--- src/rtl/fetch_queue.sv ---
// fetch_queue
//   Instruction-fetch front end with a prefetch queue. Owns the fetch PC,
//   issues reads to a stalling instruction memory (one read in flight),
//   buffers up to DEPTH fetched words with their PCs and hands them to decode.
//   A redirect flushes the queue and discards any read still in flight.
//
// Handshakes:
//   imem: imem_rd is raised with a stable imem_addr and held until the cycle
//     imem_done is high; imem_data/imem_err are sampled in that same cycle.
//   decode: the head word transfers on a rising edge where out_valid and
//     out_ready are both high; out_valid does not depend on out_ready.
//
// Ports:
//   clk, rst          clock (rising edge), asynchronous active-low reset
//   redirect,
//   redirect_pc       load a new fetch PC and flush the queue
//   halt              stop issuing reads (sticky until reset)
//   imem_rd/addr      read request and address
//   imem_data/done/err read response
//   out_valid/ready   head-of-queue handshake
//   out_instr/pc/
//   out_pc_next/err   head fields (all from storage)
//   count             entries held
//   halted            halt latched and no read in flight
//   fsm_state         debug view of the fetch FSM (0 idle, 1 wait, 2 drain)
module fetch_queue #(
    parameter int DATA_W   = 16,
    parameter int ADDR_W   = 16,
    parameter int DEPTH    = 4,
    parameter int INCR     = 2,
    parameter int RESET_PC = 0
) (
    input  logic                         clk,
    input  logic                         rst,
    input  logic                         redirect,
    input  logic [ADDR_W-1:0]            redirect_pc,
    input  logic                         halt,
    output logic                         imem_rd,
    output logic [ADDR_W-1:0]            imem_addr,
    input  logic [DATA_W-1:0]            imem_data,
    input  logic                         imem_done,
    input  logic                         imem_err,
    output logic                         out_valid,
    input  logic                         out_ready,
    output logic [DATA_W-1:0]            out_instr,
    output logic [ADDR_W-1:0]            out_pc,
    output logic [ADDR_W-1:0]            out_pc_next,
    output logic                         out_err,
    output logic [$clog2(DEPTH+1)-1:0]   count,
    output logic                         halted,
    output logic [1:0]                   fsm_state
);

    localparam int CNT_W = $clog2(DEPTH + 1);
    localparam int PTR_W = $clog2(DEPTH);
    localparam logic [CNT_W-1:0]  DEPTH_C = CNT_W'(DEPTH);
    localparam logic [PTR_W-1:0]  LAST_P  = PTR_W'(DEPTH - 1);
    localparam logic [ADDR_W-1:0] INCR_C  = ADDR_W'(INCR);
    localparam logic [ADDR_W-1:0] RST_PC  = ADDR_W'(RESET_PC);

    typedef enum logic [1:0] {
        S_IDLE  = 2'd0,
        S_WAIT  = 2'd1,
        S_DRAIN = 2'd2
    } state_t;

    state_t              state, state_n;
    logic [ADDR_W-1:0]   fetch_pc, fetch_pc_n;
    logic [ADDR_W-1:0]   addr_q, addr_n;
    logic                halt_l, halt_n;
    logic [CNT_W-1:0]    count_n;
    logic [PTR_W-1:0]    head, tail;
    logic                push, pop;

    logic [DATA_W-1:0]   instr_mem [DEPTH];
    logic [ADDR_W-1:0]   pc_mem    [DEPTH];
    logic                err_mem   [DEPTH];

    function automatic logic [PTR_W-1:0] ptr_inc(input logic [PTR_W-1:0] p);
        return (p == LAST_P) ? '0 : p + PTR_W'(1);
    endfunction

    assign out_valid   = (count != '0);
    assign out_instr   = instr_mem[head];
    assign out_pc      = pc_mem[head];
    assign out_err     = out_valid && err_mem[head];
    assign out_pc_next = pc_mem[head] + INCR_C;
    assign imem_rd     = (state != S_IDLE);
    assign imem_addr   = addr_q;
    assign halted      = halt_l && (state == S_IDLE);
    assign fsm_state   = state;

    // Redirect suppresses both queue operations in its cycle.
    assign push = (state == S_WAIT) && imem_done && !redirect;
    assign pop  = out_valid && out_ready && !redirect;

    always_comb begin
        state_n    = state;
        fetch_pc_n = fetch_pc;
        addr_n     = addr_q;
        halt_n     = halt_l | halt;
        count_n    = count;

        if (redirect) begin
            count_n = '0;
        end else if (push && !pop) begin
            count_n = count + CNT_W'(1);
        end else if (pop && !push) begin
            count_n = count - CNT_W'(1);
        end

        case (state)
            S_IDLE: begin
                if (!redirect && !halt_l && (count < DEPTH_C)) begin
                    state_n = S_WAIT;
                    addr_n  = fetch_pc;
                end
            end
            S_WAIT: begin
                if (redirect) begin
                    // A completing response is dropped; otherwise wait it out.
                    state_n = imem_done ? S_IDLE : S_DRAIN;
                end else if (imem_done) begin
                    fetch_pc_n = fetch_pc + INCR_C;
                    if (imem_err) halt_n = 1'b1;
                    if ((count_n < DEPTH_C) && !halt_l && !imem_err && !halt) begin
                        addr_n = fetch_pc + INCR_C;
                    end else begin
                        state_n = S_IDLE;
                    end
                end
            end
            S_DRAIN: begin
                if (imem_done) state_n = S_IDLE;
            end
            default: state_n = S_IDLE;
        endcase

        if (redirect) fetch_pc_n = redirect_pc;
    end

    always_ff @(posedge clk or negedge rst) begin
        if (!rst) begin
            state    <= S_IDLE;
            fetch_pc <= RST_PC;
            addr_q   <= RST_PC;
            halt_l   <= 1'b0;
            count    <= '0;
            head     <= '0;
            tail     <= '0;
        end else begin
            state    <= state_n;
            fetch_pc <= fetch_pc_n;
            addr_q   <= addr_n;
            halt_l   <= halt_n;
            count    <= count_n;
            if (redirect) begin
                head <= '0;
                tail <= '0;
            end else begin
                if (push) tail <= ptr_inc(tail);
                if (pop)  head <= ptr_inc(head);
            end
        end
    end

    // Queue storage carries no reset; entries are only read while counted.
    always_ff @(posedge clk) begin
        if (push) begin
            instr_mem[tail] <= imem_data;
            pc_mem[tail]    <= addr_q;
            err_mem[tail]   <= imem_err;
        end
    end

endmodule

--- config.mk ---
export PLATFORM = sky130hd
export DESIGN_NAME = fetch_queue
export DESIGN_NICKNAME = d
export VERILOG_FILES = /design/src/rtl/fetch_queue.sv
export SDC_FILE = /design/constraint.sdc
export NUM_CORES = 1
export LEC_CHECK = 0
export ABC_CLOCK_PERIOD_IN_PS = 6700
export CAP_MARGIN = 20
export CORE_MARGIN = 3
export CORE_UTILIZATION = 50
export DETAILED_ROUTE_END_ITERATION = 7
export GPL_TIMING_DRIVEN = 0
export PLACE_DENSITY = 0.75
export SKIP_CTS_REPAIR_TIMING = 1
export SYNTH_ARGS = -nofsm -noshare
export SYNTH_HDL_FRONTEND = slang
export SYNTH_SLANG_ARGS = --single-unit
export TNS_END_PERCENT = 30
--- constraint.sdc ---
create_clock -name clk -period 6.7 [get_ports clk]
set_clock_uncertainty 0.2 [all_clocks]
set_input_delay 0.67 -clock clk [delete_from_list [all_inputs] [get_ports clk]]
set_output_delay 0.67 -clock clk [all_outputs]
set_load 0.02 [all_outputs]
==> key figures, run 1 <==
Worst setup path
  • Reg2reg setup slack: around 4200 ps
  • Worst Reg-to-Reg Cells: 3
  • RR Startpoint: fsm_state[1]
  • Startpoint Class: register
  • Critical path capture point type: output port
  • Worst Path Max Fanout: 10
  • WP data required: roughly 5800 ps
  • Crit. Startpoint: head[0]
  • Arr. time, crit path: between 3000 and 4000 ps
  • Crit path capture: out_pc_next[15]
  • Setup CP Type: register to output port
  • Worst reg2reg endpoint: pc_mem[1][6]

Placement
  • # port buffers: ~110
  • Final HPWL DP: around 10000 um
  • Routability cong.: just under 0.8

Detailed routing
  • DRC viols: 0
  • Iteration-0 DRC Markers: ~300
  • 1st-pass router iterations: 4
  • Wire per inst: 19.4 um
  • Routed WL: 14900 um
  • Antenna Nets Post-Route: 0
  • Vias/cell: between 5 and 6
  • Vias after detailed routing: between 4000 and 5000

Floorplan
  • Height of the die: roughly 130 um
  • Die X: between 100 and 150 um
  • Core box area: approximately 0.014 mm^2
  • Starting Density: 52.3%
  • Die Area: around 0.016 mm^2
  • Top Ports: around 110
  • Row cnt: 43

GRT
  • Congestion Overflow GR: 0
  • GR Util All Layers: about 20%
  • Vias in the first global route: 4525
  • Initial antenna violation count: 0
  • First-pass GRT wire length: between 20000 and 25000 um
  • Largest net degree at the start of global routing: 34

Yosys
  • Asr flop ratio synth: between 20% and 30%
  • Synth Area per Inst: approximately 17 um^2
  • Cell taking the most area after synthesis: edfxtp_1
  • Share of the synthesized area in the top cell type: 53.6%
  • YS warnings: 0
  • Syn nets: slightly below 500
  • Sequential cell area fraction in the yosys report: approximately two thirds
  • Synth unique cells: 42
  • Most common flop cell mapped by yosys: edfxtp_1
  • Ranking of synthesized cells by area: edfxtp_1 (54%), dfrtp_1 (14%), mux4_2 (10%)
  • EDFF count, synth: 132
  • Synthesized cell area: around 0.0074 mm^2
  • Synth Instances: 445
  • Number of synthesized register bits: around 170

Clock tree
  • Register clock-pin slew on the reported worst setup and hold paths: about 60 ps
  • CTS max path bufs: 2
  • CTS sink cnt: around 170
  • CTS tree: done
  • Worst skew pair latency: 420 ps
  • Num CTS Buffers: 17
  • Root Buffer: clkbuf_16
  • # H-tree levels: 4

STA
  • Max Fclk: roughly 260 MHz
  • Tmin final: a little under 4000 ps
  • RSZ-0062 raised after global routing: false
  • Setup Viol. Count Final: 0
  • Endpoints failing hold: 0
  • Measured slew at the worst slew-check pin: approximately 910 ps
  • Slew headroom: around 40%
  • TNS Setup: 0 ps
  • Final count of pins violating max slew: 0
  • Worst hold slack: between 300 and 400 ps
  • Period Utilization, post-route: 58.3%

Outcome
  • Status: finished clean

Finish
  • P&R area growth vs syn: 26.1%
  • Antenna fix cells: 0
  • Fin nets: 626
  • Layout cells sized above 1: about 18%
  • Commonest non-fill, non-tap cell in the layout: edfxtp_1
  • Commonest cells after routing, fill and taps aside: edfxtp_1 (132), clkdlybuf4s50_1 (110), dfrtp_1 (42)

Worst hold path
  • Worst Hold Class: register to register

Pwr
  • Static Leak: 3.32 nW
  • Pwr/cell area: just over 300 mW/mm^2
  • Peak VDD IR: between 150 and 200 uV

Run
  • Max cap viols: 0
-- stage by stage --
step | cell area, um^2 | total power, W | utilization (%) | std cells | setup slack (ps)
floorplan | 7390 | 0.00167 | - | 445 | 3800
global placement | 8730 | 0.00196 | 61.7 | 736 | 2910
detailed placement | 8750 | 0.00197 | 61.8 | 737 | 3210
CTS | 9310 | 0.00290 | 65.8 | 769 | 2750
global route | 9320 | 0.00300 | 65.9 | 770 | 2630
finish | 9320 | 0.00288 | 65.9 | 770 | 2800
-- registers in the layout, indices dropped and copies added, names as in the netlist --
signal	count
count	3
err_mem	4
fetch_pc	16
fsm_state	2
halt_l	1
head	2
imem_addr	16
instr_mem	64
pc_mem	64
tail	2
-- layer usage --
metal	wire length (um)	track usage, %	part of all wire, %	up-vias
li1	-	-	-	1942
met1	6230	25.4	42	2101
met2	7690	32.7	52	144
met3	774	4.72	5.2	16
met4	210	5.62	1.4	0
met5	0	0	0	-
-- cell type report --
cell class / instances / area (um^2)
fillers: 968 / 4830
clock buffers: 17 / 425
flip-flops and latches: 174 / 5010
repair buffers: 113 / 1140
multi-input cells: 243 / 2240
plain buffers: 20 / 113
well taps: 180 / 225
clock inverters: 15 / 136
inverters: 8 / 30.0
-- power breakdown --
group / switching (W) / internal (W) / leakage, nW
logic: 0.000362 / 0.000360 / 1.30
clock network: 0.000419 / 0.000517 / 0.277
registers: 0.0000338 / 0.00119 / 1.75
total: 0.000815 / 0.00207 / 3.32
-- worst min path at each step --
stage	start	end	cells after the start
2_1_floorplan	rst	count[0]	0
3_3_place_gp	fetch_pc[0]	imem_addr[0]	1
3_5_place_dp	fetch_pc[0]	imem_addr[0]	1
4_1_cts	rst	fetch_pc[14]	1
5_1_grt	fetch_pc[0]	imem_addr[0]	1
6_report	fetch_pc[0]	imem_addr[0]	1
-- worst max-delay path, cell delays in order (launching register included) --
cell and delay [ps]:
dfrtp_1 370, buf_6 180, buf_6 200, mux4_2 570, ha_1 280, and3_4 190
nand3_2 90, xnor2_1 120, clkdlybuf4s50_1 620
-- cells by family (layout without fill, tap and decap cells) --
family | count (synthesis) | in the layout | share of synthesized area (%)
xor+xnor | 46 | 46 | 5.45
buf+inv | 28 | 173 | 1.93
fa+ha+maj | 10 | 10 | 1.69
flops | 174 | 174 | 67.8
simple gates | 110 | 110 | 8.06
mux | 53 | 53 | 13.1
compound gates | 24 | 24 | 1.96
-- synthesized netlist by cell type, types with 6 or more instances --
cell type	n
edfxtp_1	132
clkbuf_1	7
nor2_1	16
o21ai_0	9
nand3_1	15
buf_2	6
inv_1	8
nand2_1	41
mux2_1	8
mux4_2	33
ha_1	10
and3_1	6
dfrtp_1	42
mux2_2	11
xnor2_1	26
xor2_1	20
No activity file was read; power rests on OpenSTA's default activity.
==> run 2: changes to the inputs <==
ABC_CLOCK_PERIOD_IN_PS = 3900   (was 6700)
clock period = 3.9 ns   (was 6.7 ns; I/O delays follow)
==> results of run 2 <==
The final DEF is identical to that of run 1. Status: finished clean.
Among the figures that moved: setup slack after placement 3210 ps -> 687 ps; clock-pin slew on the worst setup and hold paths 60 ps -> 70 ps; setup slack after layout 2800 ps -> 277 ps; hold slack 302 ps -> 264 ps; register-to-register setup slack 4200 ps -> 1400 ps; total power 0.00288 W -> 0.00495 W; worst IR drop on VDD 194 uV -> 333 uV
==> run 3: changes to the inputs <==
ABC_AREA = 1   (was not set)
PLACE_DENSITY = 0.74   (was 0.75)
==> run 3 against run 2 <==
Final area up 5.7%. Largest power group is now combinational cells. Clock-buffer cell count up 8. Routed wire length up 28%. Area after synthesis up 5.1%. Critical endpoint is now out_pc_next[11]. Synthesized cell count up 62%. Critical path type unchanged. Maximum frequency down 4.5%.
==> key figures, run 3 <==
STA
  • Endpoints failing hold: 0 (unchanged)
  • Max Fclk: 264 MHz (was 276 MHz)
  • Tmin final: 3790 ps (was 3620 ps)
  • Slew headroom: 38.9% (was 39.5%)
  • PnR worst setup slack: 106 ps (was 277 ps)
  • Period Utilization, post-route: 97.3% (was 92.9%)
  • Measured slew at the worst slew-check pin: 916 ps (was 908 ps)
  • Final count of pins violating max slew: 0 (unchanged)
  • Setup Viol. Count Final: 0 (unchanged)

Detailed routing
  • Wire per inst: 18.1 um (was 19.4 um)
  • Vias/cell: 5.50 (was 5.46)
  • Met3 wire len: 1020 um (was 774 um)
  • Met1 WL: 8010 um (was 6230 um)
  • DR top layer: met4 (unchanged)
  • Iteration-0 DRC Markers: 485 (was 303)
  • Vias after detailed routing: 5795 (was 4203)
  • Routed WL: 19100 um (was 14900 um)
  • Met2 routed WL: 9710 um (was 7690 um)
  • Antenna Nets Post-Route: 0 (unchanged)
  • 1st-pass router iterations: 6 (was 4)
  • DRC viols: 0 (unchanged)

Pwr
  • Pwr/cell area: 695 mW/mm^2 (was 531 mW/mm^2)
  • Static Leak: 3.85 nW (was 3.32 nW)
  • Peak VDD IR: 445 uV (was 333 uV)

Worst setup path
  • Critical path capture point type: output port (unchanged)
  • Reg2reg setup slack: 1270 ps (was 1400 ps)
  • Startpoint Class: register (unchanged)
  • Family with the most delay on the worst path: buffers and inverters (unchanged)
  • Worst Path Max Fanout: 10 (unchanged)
  • Worst reg2reg endpoint: pc_mem[0][6] (was pc_mem[1][6])
  • CP Cell Sequence: buf_6, inv_6, buf_6, nand2_1, a32oi_4, ha_1, inv_1, nor2_4, nand3_2, nor2_4, nand2_2, xor2_1, clkdlybuf4s50_1 (was buf_6, buf_6, mux4_2, ha_1, and3_4, nand3_2, xnor2_1, clkdlybuf4s50_1)
  • WP data required: 3310 ps (about the same)
  • CP max-delay cell: clkdlybuf4s50_1 (unchanged)
  • CP bufs+invs: 5 (was 3)
  • Worst Reg-to-Reg Cells: 7 (was 3)
  • Crit path largest cell delay: 650 ps (was 620 ps)
  • Arr. time, crit path: 3200 ps (was 3030 ps)
  • RR Startpoint: fsm_state[1] (unchanged)
  • Setup CP Type: register to output port (unchanged)

Finish
  • Antenna fix cells: 0 (unchanged)
  • Layout cells sized above 1: 8.97% (was 18.0%)
  • Commonest cells after routing, fill and taps aside: nand2_1 (170), edfxtp_1 (132), clkdlybuf4s50_1 (108) (was edfxtp_1 (132), clkdlybuf4s50_1 (110), dfrtp_1 (42))
  • Layout Utilization: 66.3% (was 65.9%)
  • P&R area growth vs syn: 26.7% (was 26.1%)
  • Regs by FF count: instr_mem (64), pc_mem (64) (unchanged)
  • Commonest non-fill, non-tap cell in the layout: nand2_1 (was edfxtp_1)
  • # fillers: 1134 (was 968)
  • Post-Layout Cell Count: 1054 (was 770)
  • Fin nets: 906 (was 626)

Yosys
  • Synthesized cell area: 0.00777 mm^2 (was 0.00739 mm^2)
  • Synth unique cells: 38 (was 42)
  • Asr flop ratio synth: 24.1% (unchanged)
  • YS warnings: 0 (unchanged)
  • Most common flop cell mapped by yosys: edfxtp_1 (unchanged)
  • Post-synth top cells: nand2_1 (170), edfxtp_1 (132), nor2_1 (65) (was edfxtp_1 (132), dfrtp_1 (42), nand2_1 (41))
  • Synth Instances: 721 (was 445)
  • Most frequent cell after synthesis: nand2_1 (was edfxtp_1)
  • Ranking of synthesized cells by area: edfxtp_1 (51%), dfrtp_1 (14%), nand2_1 (8.2%) (was edfxtp_1 (54%), dfrtp_1 (14%), mux4_2 (10%))
  • Share of the synthesized area in the top cell type: 51.0% (was 53.6%)
  • Sequential cell area fraction in the yosys report: 64.5% (was 67.8%)
  • EDFF count, synth: 132 (unchanged)
  • Number of synthesized register bits: 174 (unchanged)
  • Synth Area per Inst: 10.8 um^2 (was 16.6 um^2)
  • Syn nets: 770 (was 494)
  • Cell taking the most area after synthesis: edfxtp_1 (unchanged)

Floorplan
  • Die X: 131 um (was 128 um)
  • Top Ports: 112 (unchanged)
  • Row cnt: 44 (was 43)
  • Core box area: 0.0149 mm^2 (was 0.0141 mm^2)
  • Die Area: 0.0171 mm^2 (was 0.0163 mm^2)
  • Height of the die: 131 um (was 128 um)
  • Starting Density: 52.3% (about the same)

GRT
  • GR Util All Layers: 22.7% (was 19.4%)
  • Vias in the first global route: 5764 (was 4525)
  • Largest net degree at the start of global routing: 28 (was 34)
  • Congestion Overflow GR: 0 (unchanged)
  • Initial antenna violation count: 0 (unchanged)
  • First-pass GRT wire length: 29400 um (was 24200 um)

Placement
  • Routability cong.: 0.903 (was 0.781)
  • Placed cell count: 1021 (was 737)
  • # port buffers: 111 (unchanged)
  • Final HPWL DP: 13000 um (was 9760 um)
  • Post-Place Setup Slack: 482 ps (was 687 ps)

Clock tree
  • # H-tree levels: 4 (unchanged)
  • Root Buffer: clkbuf_16 (unchanged)
  • CTS max path bufs: 2 (unchanged)
  • Num CTS Buffers: 17 (unchanged)
  • Register clock-pin slew on the reported worst setup and hold paths: 60 ps (was 70 ps)
  • CTS sink cnt: 174 (unchanged)
  • Worst skew pair latency: 420 ps (about the same)
  • CTS tree: done (unchanged)

Run
  • Max cap viols: 0 (unchanged)

Outcome
  • Status: finished clean (unchanged)

Worst hold path
  • Worst Hold Class: input pin to asynchronous set/reset pin (unchanged)
==> run 3: cell count changes in the layout (fill, tap and decap cells not counted), moves of 7 or more <==
cell / previous run / this run
o211ai_1: 0 / 10
mux2_1: 8 / 0
inv_1: 8 / 49
nand2_1: 41 / 170
nand3_1: 15 / 56
nor2_4: 0 / 7
mux2_2: 11 / 0
o22ai_1: 0 / 20
mux4_2: 33 / 0
clkbuf_1: 7 / 22
xnor2_1: 26 / 4
o21ai_0: 9 / 59
nor2_1: 16 / 61
==> run 3: routing by layer <==
metal | vias to the layer above | track usage, %
met5 | - | 0
met4 | 0 | 8.41
met3 | 34 | 5.24
met2 | 194 | 37.6
met1 | 2830 | 29.5
li1 | 2737 | -
==> run 3: area by class of cell <==
type	count	area, um^2	area share, %
repair buffers	117	1220	12.4
flip-flops and latches	174	5010	50.9
inverters	55	214	2.17
clock buffers	25	497	5.04
well taps	184	230	2.34
clock inverters	7	85.1	0.864
plain buffers	32	211	2.15
multi-input cells	460	2380	24.1
==> run 3: kinds of logic after synthesis <==
group / synth area share (%)
XOR/XNOR: 2.70
buffers and inverters: 5.46
adder cells (fa/ha/maj): 1.61
AO/OA/AOI/OAI: 7.66
AND/OR/NAND/NOR: 18.1
flip-flops: 64.5
==> run 3: worst max-delay path by stage <==
stage	start	end	slack, ps	cells past startpoint
2_1_floorplan	fsm_state[1]	err_mem[0]	770	6
3_3_place_gp	imem_done	pc_mem[2][8]	-1020	6
5_1_grt	head[0]	out_pc_next[11]	-50	13
6_report	head[0]	out_pc_next[11]	110	13
4_1_cts	head[0]	out_pc_next[15]	30	14
3_5_place_dp	head[0]	out_pc_next[15]	480	14
==> run 3: report_power, final <==
part	total [W]	leakage [nW]	internal, W	switching [W]
sequential	0.00243	1.72	0.00224	0.000192
clock	0.00166	0.290	0.00101	0.000654
combinational	0.00275	1.84	0.00110	0.00165
total	0.00684	3.85	0.00435	0.00250
==> run 3: stage by stage <==
stage | hold WS (ps) | cell area, um^2 | total power, W | setup TNS [ps]
floorplan | -106 | 7770 | 0.00399 | 0
global placement | 260 | 9110 | 0.00511 | -130460
detailed placement | 139 | 9240 | 0.00520 | 0
CTS | -315 | 9820 | 0.00686 | 0
global route | 248 | 9850 | 0.00719 | -59.3
finish | 220 | 9850 | 0.00684 | 0
==> variant 1, RTL diff (config.mk and constraints of run 1) <==
Register the output `out_err`; this adds one clock of latency there. The other outputs are not delayed to match.
--- a/src/rtl/fetch_queue.sv
+++ b/src/rtl/fetch_queue.sv
@@ -83,7 +83,9 @@
     assign out_valid   = (count != '0);
     assign out_instr   = instr_mem[head];
     assign out_pc      = pc_mem[head];
-    assign out_err     = out_valid && err_mem[head];
+    always_ff @(posedge clk) begin
+        out_err <= out_valid && err_mem[head];
+    end
     assign out_pc_next = pc_mem[head] + INCR_C;
     assign imem_rd     = (state != S_IDLE);
     assign imem_addr   = addr_q;
Formal check against the unedited RTL: not equivalent (a bounded check fails within 4 cycles, from zero or initial values and one cycle with rst low).
==> variant 1 against run 1 <==
- first-iteration DRC count rose by 12%
- die area up 0.47%
- critical path type unchanged
- clock power is 4.6% higher
- setup slack got worse by 0.40 ns
- routed wire length grew 1.4%
- area after synthesis rose by 0.49%
- highest routed layer unchanged
- sequential cell count up 1
- count of clock-buffer cells in the layout stayed put
- cell area rose by 1.2%
- critical path depth is 1 higher
- worst hold slack worse by 0.26 ns
- power is 3.3% higher
==> variant 1: results (changes against run 1) <==
Sw Pwr - 818 uW (was 815 uW)
Dominant cells by area after synthesis - edfxtp_1 53%, dfrtp_1 14%, mux4_2 8.8% (was edfxtp_1 54%, dfrtp_1 14%, mux4_2 10%)
WL final - 15,100 um (was 14,900 um)
CTS H-tree depth - 4 (unchanged)
Crit path DAT - 3.44 ns (was 3.03 ns)
Outcome - completed (unchanged)
Worst slack, placed - 2.85 ns (was 3.21 ns)
Worst vdd ir - 223 uV (was 194 uV)
Reg2reg setup slack - 4.12 ns (was 4.20 ns)
Layout cell share with drive strength beyond 1 - 0.167 (was 0.180)
Hold Path Class - input port to asynchronous set/reset pin (was flip-flop to flip-flop)
Non-filler instance count after layout - 785 (was 770)
Starting DRC count in detailed routing - 338 (was 303)
Vias in the first global route - 4,529 (was 4,525)
R2R Path End - pc_mem[2][15] (was pc_mem[1][6])
Register area share after synthesis - 0.678 (about the same)
Ys async rst share - 0.240 (was 0.241)
Met3 WL post-DR - 705 um (was 774 um)
LEAKAGE - 0.00335 uW (was 0.00332 uW)
First-pass GRT wire length - 24,800 um (was 24,200 um)
Final HPWL DP - 10,400 um (was 9760 um)
Vias per inst - 5.51 (was 5.46)
Routability cong. - 0.880 (was 0.781)
Cells after synthesis - 459 (was 445)
Placed cells - 753 (was 737)
Met2 wire length - 7730 um (was 7690 um)
CTS root buf - clkbuf_16 (unchanged)
GRT Total Usage - 0.198 (was 0.194)
Post-synth top cells - 132 x edfxtp_1, 44 x nand2_1, 42 x dfrtp_1, 29 x mux4_2, 23 x xnor2_1 (was 132 x edfxtp_1, 42 x dfrtp_1, 41 x nand2_1, 33 x mux4_2, 26 x xnor2_1)
Met1 wire length - 6430 um (was 6230 um)
Initial antenna violation count - 0 (unchanged)
Syn nets - 508 (was 494)
==> variant 1: cell count changes after synthesis, moves of 4 or more <==
cell     delta
mux4_2      -4
o21ai_1     -4
o21ai_0     +8
mux2_1      -8
mux4_1      +4
nand3_1     -6
nor2_1      +4
nor4_1      +5
mux2_2      +6
==> variant 1: area by class of cell <==
type	count	area, um^2
sequential	175	5030
fill	1003	4770
multi-input combinational	256	2260
timing repair buffer	114	1170
clock buffer	17	425
tap	180	225
clock inverter	15	170
buffer	19	109
inverter	9	33.8
==> variant 1: per-layer routing <==
layer,track usage,up-vias
li1,-,2003
met1,0.265,2173
met2,0.327,124
met3,0.0438,22
met4,0.0624,0
met5,0,-
==> variant 1: worst max-delay path by stage <==
| stage | start | to | slack (ns) | cells after the start |
|---|---|---|---|---|
| after floorplan | head[0] | out_pc_next[15] | 3.49 | 8 |
| after global placement | head[0] | out_pc_next[15] | 2.88 | 9 |
| after detailed placement | head[0] | out_pc_next[15] | 2.85 | 9 |
| after CTS | head[0] | out_pc_next[15] | 2.38 | 9 |
| after global routing | head[0] | out_pc_next[15] | 2.17 | 9 |
| final | head[0] | out_pc_next[15] | 2.39 | 9 |
==> variant 1: cells by family (layout without fill, tap and decap cells) <==
| family | Yosys count | count (layout) | share of synthesized area |
|---|---|---|---|
| DFF | 175 | 175 | 0.678 |
| and+or+nand+nor | 117 | 117 | 0.0768 |
| muxes | 53 | 53 | 0.132 |
| xor gates and xnor gates | 45 | 45 | 0.0541 |
| AOI/OAI and AO/OA | 31 | 31 | 0.0236 |
| buffers and inverters | 28 | 174 | 0.0192 |
| adders and majority gates | 10 | 10 | 0.0168 |
==> variant 1: worst max-delay path: cells and delay by family (launching register included) <==
| family | cells | cell delay, ns |
|---|---|---|
| buffers and inverters | 2 | 0.79 |
| AND/OR/NAND/NOR | 3 | 0.63 |
| multiplexers | 1 | 0.46 |
| flip-flops | 1 | 0.40 |
| adder cells (fa/ha/maj) | 1 | 0.29 |
| AO/OA/AOI/OAI | 1 | 0.29 |
| XOR/XNOR | 1 | 0.17 |
==> variant 1: power by group through the flow <==
stage                     combinational (uW)  sequential [uW]  clock [uW]
after floorplan                          439             1260           0
after global placement                   758             1250           0
after detailed placement                 770             1250           0
after CTS                                777             1230         997
after global routing                     822             1240        1040
final                                    766             1230         979
==> variant 1: through the flow <==
stage	util	hold slack, ns	cell area (um^2)
floorplan	-	0.174	7430
global placement	0.617	0.301	8770
detailed placement	0.622	0.311	8830
CTS	0.664	0.0338	9430
global route	0.664	0.0574	9430
finish	0.664	0.0378	9430
==> variant 2, RTL diff (flow settings as in run 1) <==
Without the edit above. `ADDR_W`: 16 -> 15.
--- a/src/rtl/fetch_queue.sv
+++ b/src/rtl/fetch_queue.sv
@@ -25,7 +25,7 @@
 //   fsm_state         debug view of the fetch FSM (0 idle, 1 wait, 2 drain)
 module fetch_queue #(
     parameter int DATA_W   = 16,
-    parameter int ADDR_W   = 16,
+    parameter int ADDR_W   = 15,
     parameter int DEPTH    = 4,
     parameter int INCR     = 2,
     parameter int RESET_PC = 0
Interface: changed (resized imem_addr, out_pc, out_pc_next and redirect_pc); port bits go from 112 to 108. The function was not compared with the original's and may differ.
==> variant 2 against run 1 <==
- sequential share of layout area up 0.45 points
- non-clock buffer count shrank 6
- combinational power grew 6.2%
- critical path depth is 3 lower
- area after synthesis decreased by 4.6%
- sequential cell count fell by 6
- register-to-register slack worse by 0.10 ns
- cell area decreased by 4.2%
- power fell by 0.32%
- setup slack improved by 0.027 ns
- routed wire length shrank 7.6%
==> variant 2: results (changes against run 1) <==
DP Area - 0.00836 mm^2 (was 0.00875 mm^2)
Largest net degree at the start of global routing - 41 (was 34)
Reg2reg setup slack - 4.10 ns (was 4.20 ns)
GRT Total Usage - 0.185 (was 0.194)
Port bufs - 107 (was 111)
Vias in the first global route - 4,088 (was 4,525)
Nets@finish - 602 (was 626)
Number of flops mapped to enable cells by yosys - 128 (was 132)
Outcome - completed (unchanged)
Netlist cell types - 39 (was 42)
Post-synth top flop - edfxtp_1 (unchanged)
Register area share after synthesis - 0.687 (was 0.678)
Worst slew pin tran - 0.902 ns (was 0.908 ns)
Hold slack final - 0.171 ns (was 0.302 ns)
Routability cong. - 0.794 (was 0.781)
Vias per inst - 5.37 (was 5.46)
Final HPWL DP - 9330 um (was 9760 um)
Top flop regs - instr_mem (64), pc_mem (60) (was instr_mem (64), pc_mem (64))
Starting DRC count in detailed routing - 309 (was 303)
Hold Path Class - input port to asynchronous set/reset pin (was flip-flop to flip-flop)
Reg2reg start - fsm_state[1] (unchanged)
Ys async rst share - 0.238 (was 0.241)
First-pass GRT wire length - 22,400 um (was 24,200 um)
R2R Path End - pc_mem[1][2] (was pc_mem[1][6])
Dominant cells by area after synthesis - edfxtp_1 54%, dfrtp_1 14%, mux4_2 10% (unchanged)
Worst vdd ir - 161 uV (was 194 uV)
Post-synth top cells - 128 x edfxtp_1, 40 x dfrtp_1, 39 x nand2_1, 32 x mux4_2, 24 x xnor2_1 (was 132 x edfxtp_1, 42 x dfrtp_1, 41 x nand2_1, 33 x mux4_2, 26 x xnor2_1)
variant 2: final cells by class:
type	count	area [um^2]
repair buffers	108	1090
inverters	9	33.8
fillers	946	4580
clock buffers	20	437
multi-input cells	231	2080
plain buffers	19	103
well taps	176	220
flip-flops and latches	168	4840
clock inverters	12	129
variant 2: power by group:
| group | switching (uW) | internal [uW] | total (uW) |
|---|---|---|---|
| Combinational | 382 | 385 | 767 |
| Clock | 378 | 547 | 925 |
| Sequential | 31.7 | 1150 | 1180 |
variant 2: metrics by stage:
stage	power (uW)	setup WS, ns	utilization	std cells
floorplan	1660	3.82	-	427
global placement	1970	2.77	0.618	710
detailed placement	1980	3.24	0.619	711
CTS	2900	2.77	0.661	743
global route	2990	2.69	0.661	743
finish	2870	2.82	0.661	743
variant 2: per-layer routing:
| layer | up-vias | track usage | wire (um) |
|---|---|---|---|
| met5 | - | 0 | 0 |
| met4 | 0 | 0.0516 | 121 |
| met3 | 10 | 0.0412 | 582 |
| met2 | 105 | 0.309 | 7180 |
| met1 | 2014 | 0.248 | 5900 |
| li1 | 1858 | - | - |
variant 2: worst max path at each step:
| stage | cells after the start | endpoint | from | slack, ns |
|---|---|---|---|---|
| CTS | 5 | out_instr[8] | head[1] | 2.77 |
| floorplan | 6 | out_pc_next[14] | head[0] | 3.82 |
| global placement | 4 | pc_mem[0][11] | imem_done | 2.77 |
| global route | 5 | out_instr[12] | head[1] | 2.69 |
| detailed placement | 5 | out_instr[8] | head[1] | 3.24 |
| finish | 5 | out_instr[8] | head[1] | 2.82 |
variant 2: logic make-up (layout without fill, tap and decap cells):
kind of cell    Yosys count  count (layout)  share of synthesized area
xor+xnor                 42              42                     0.0522
mux                      50              50                      0.131
fa+ha+maj                10              10                     0.0177
compound gates           26              26                     0.0211
flops                   168             168                      0.687
buf+inv                  28             168                     0.0193
simple gates            103             103                     0.0720
variant 2: critical path, cell delays in order (launching register included):
cell and delay, ns:
dfrtp_1 0.55, buf_6 0.22, clkbuf_1 0.51, buf_2 0.39, mux4_2 0.36, clkdlybuf4s50_1 0.57
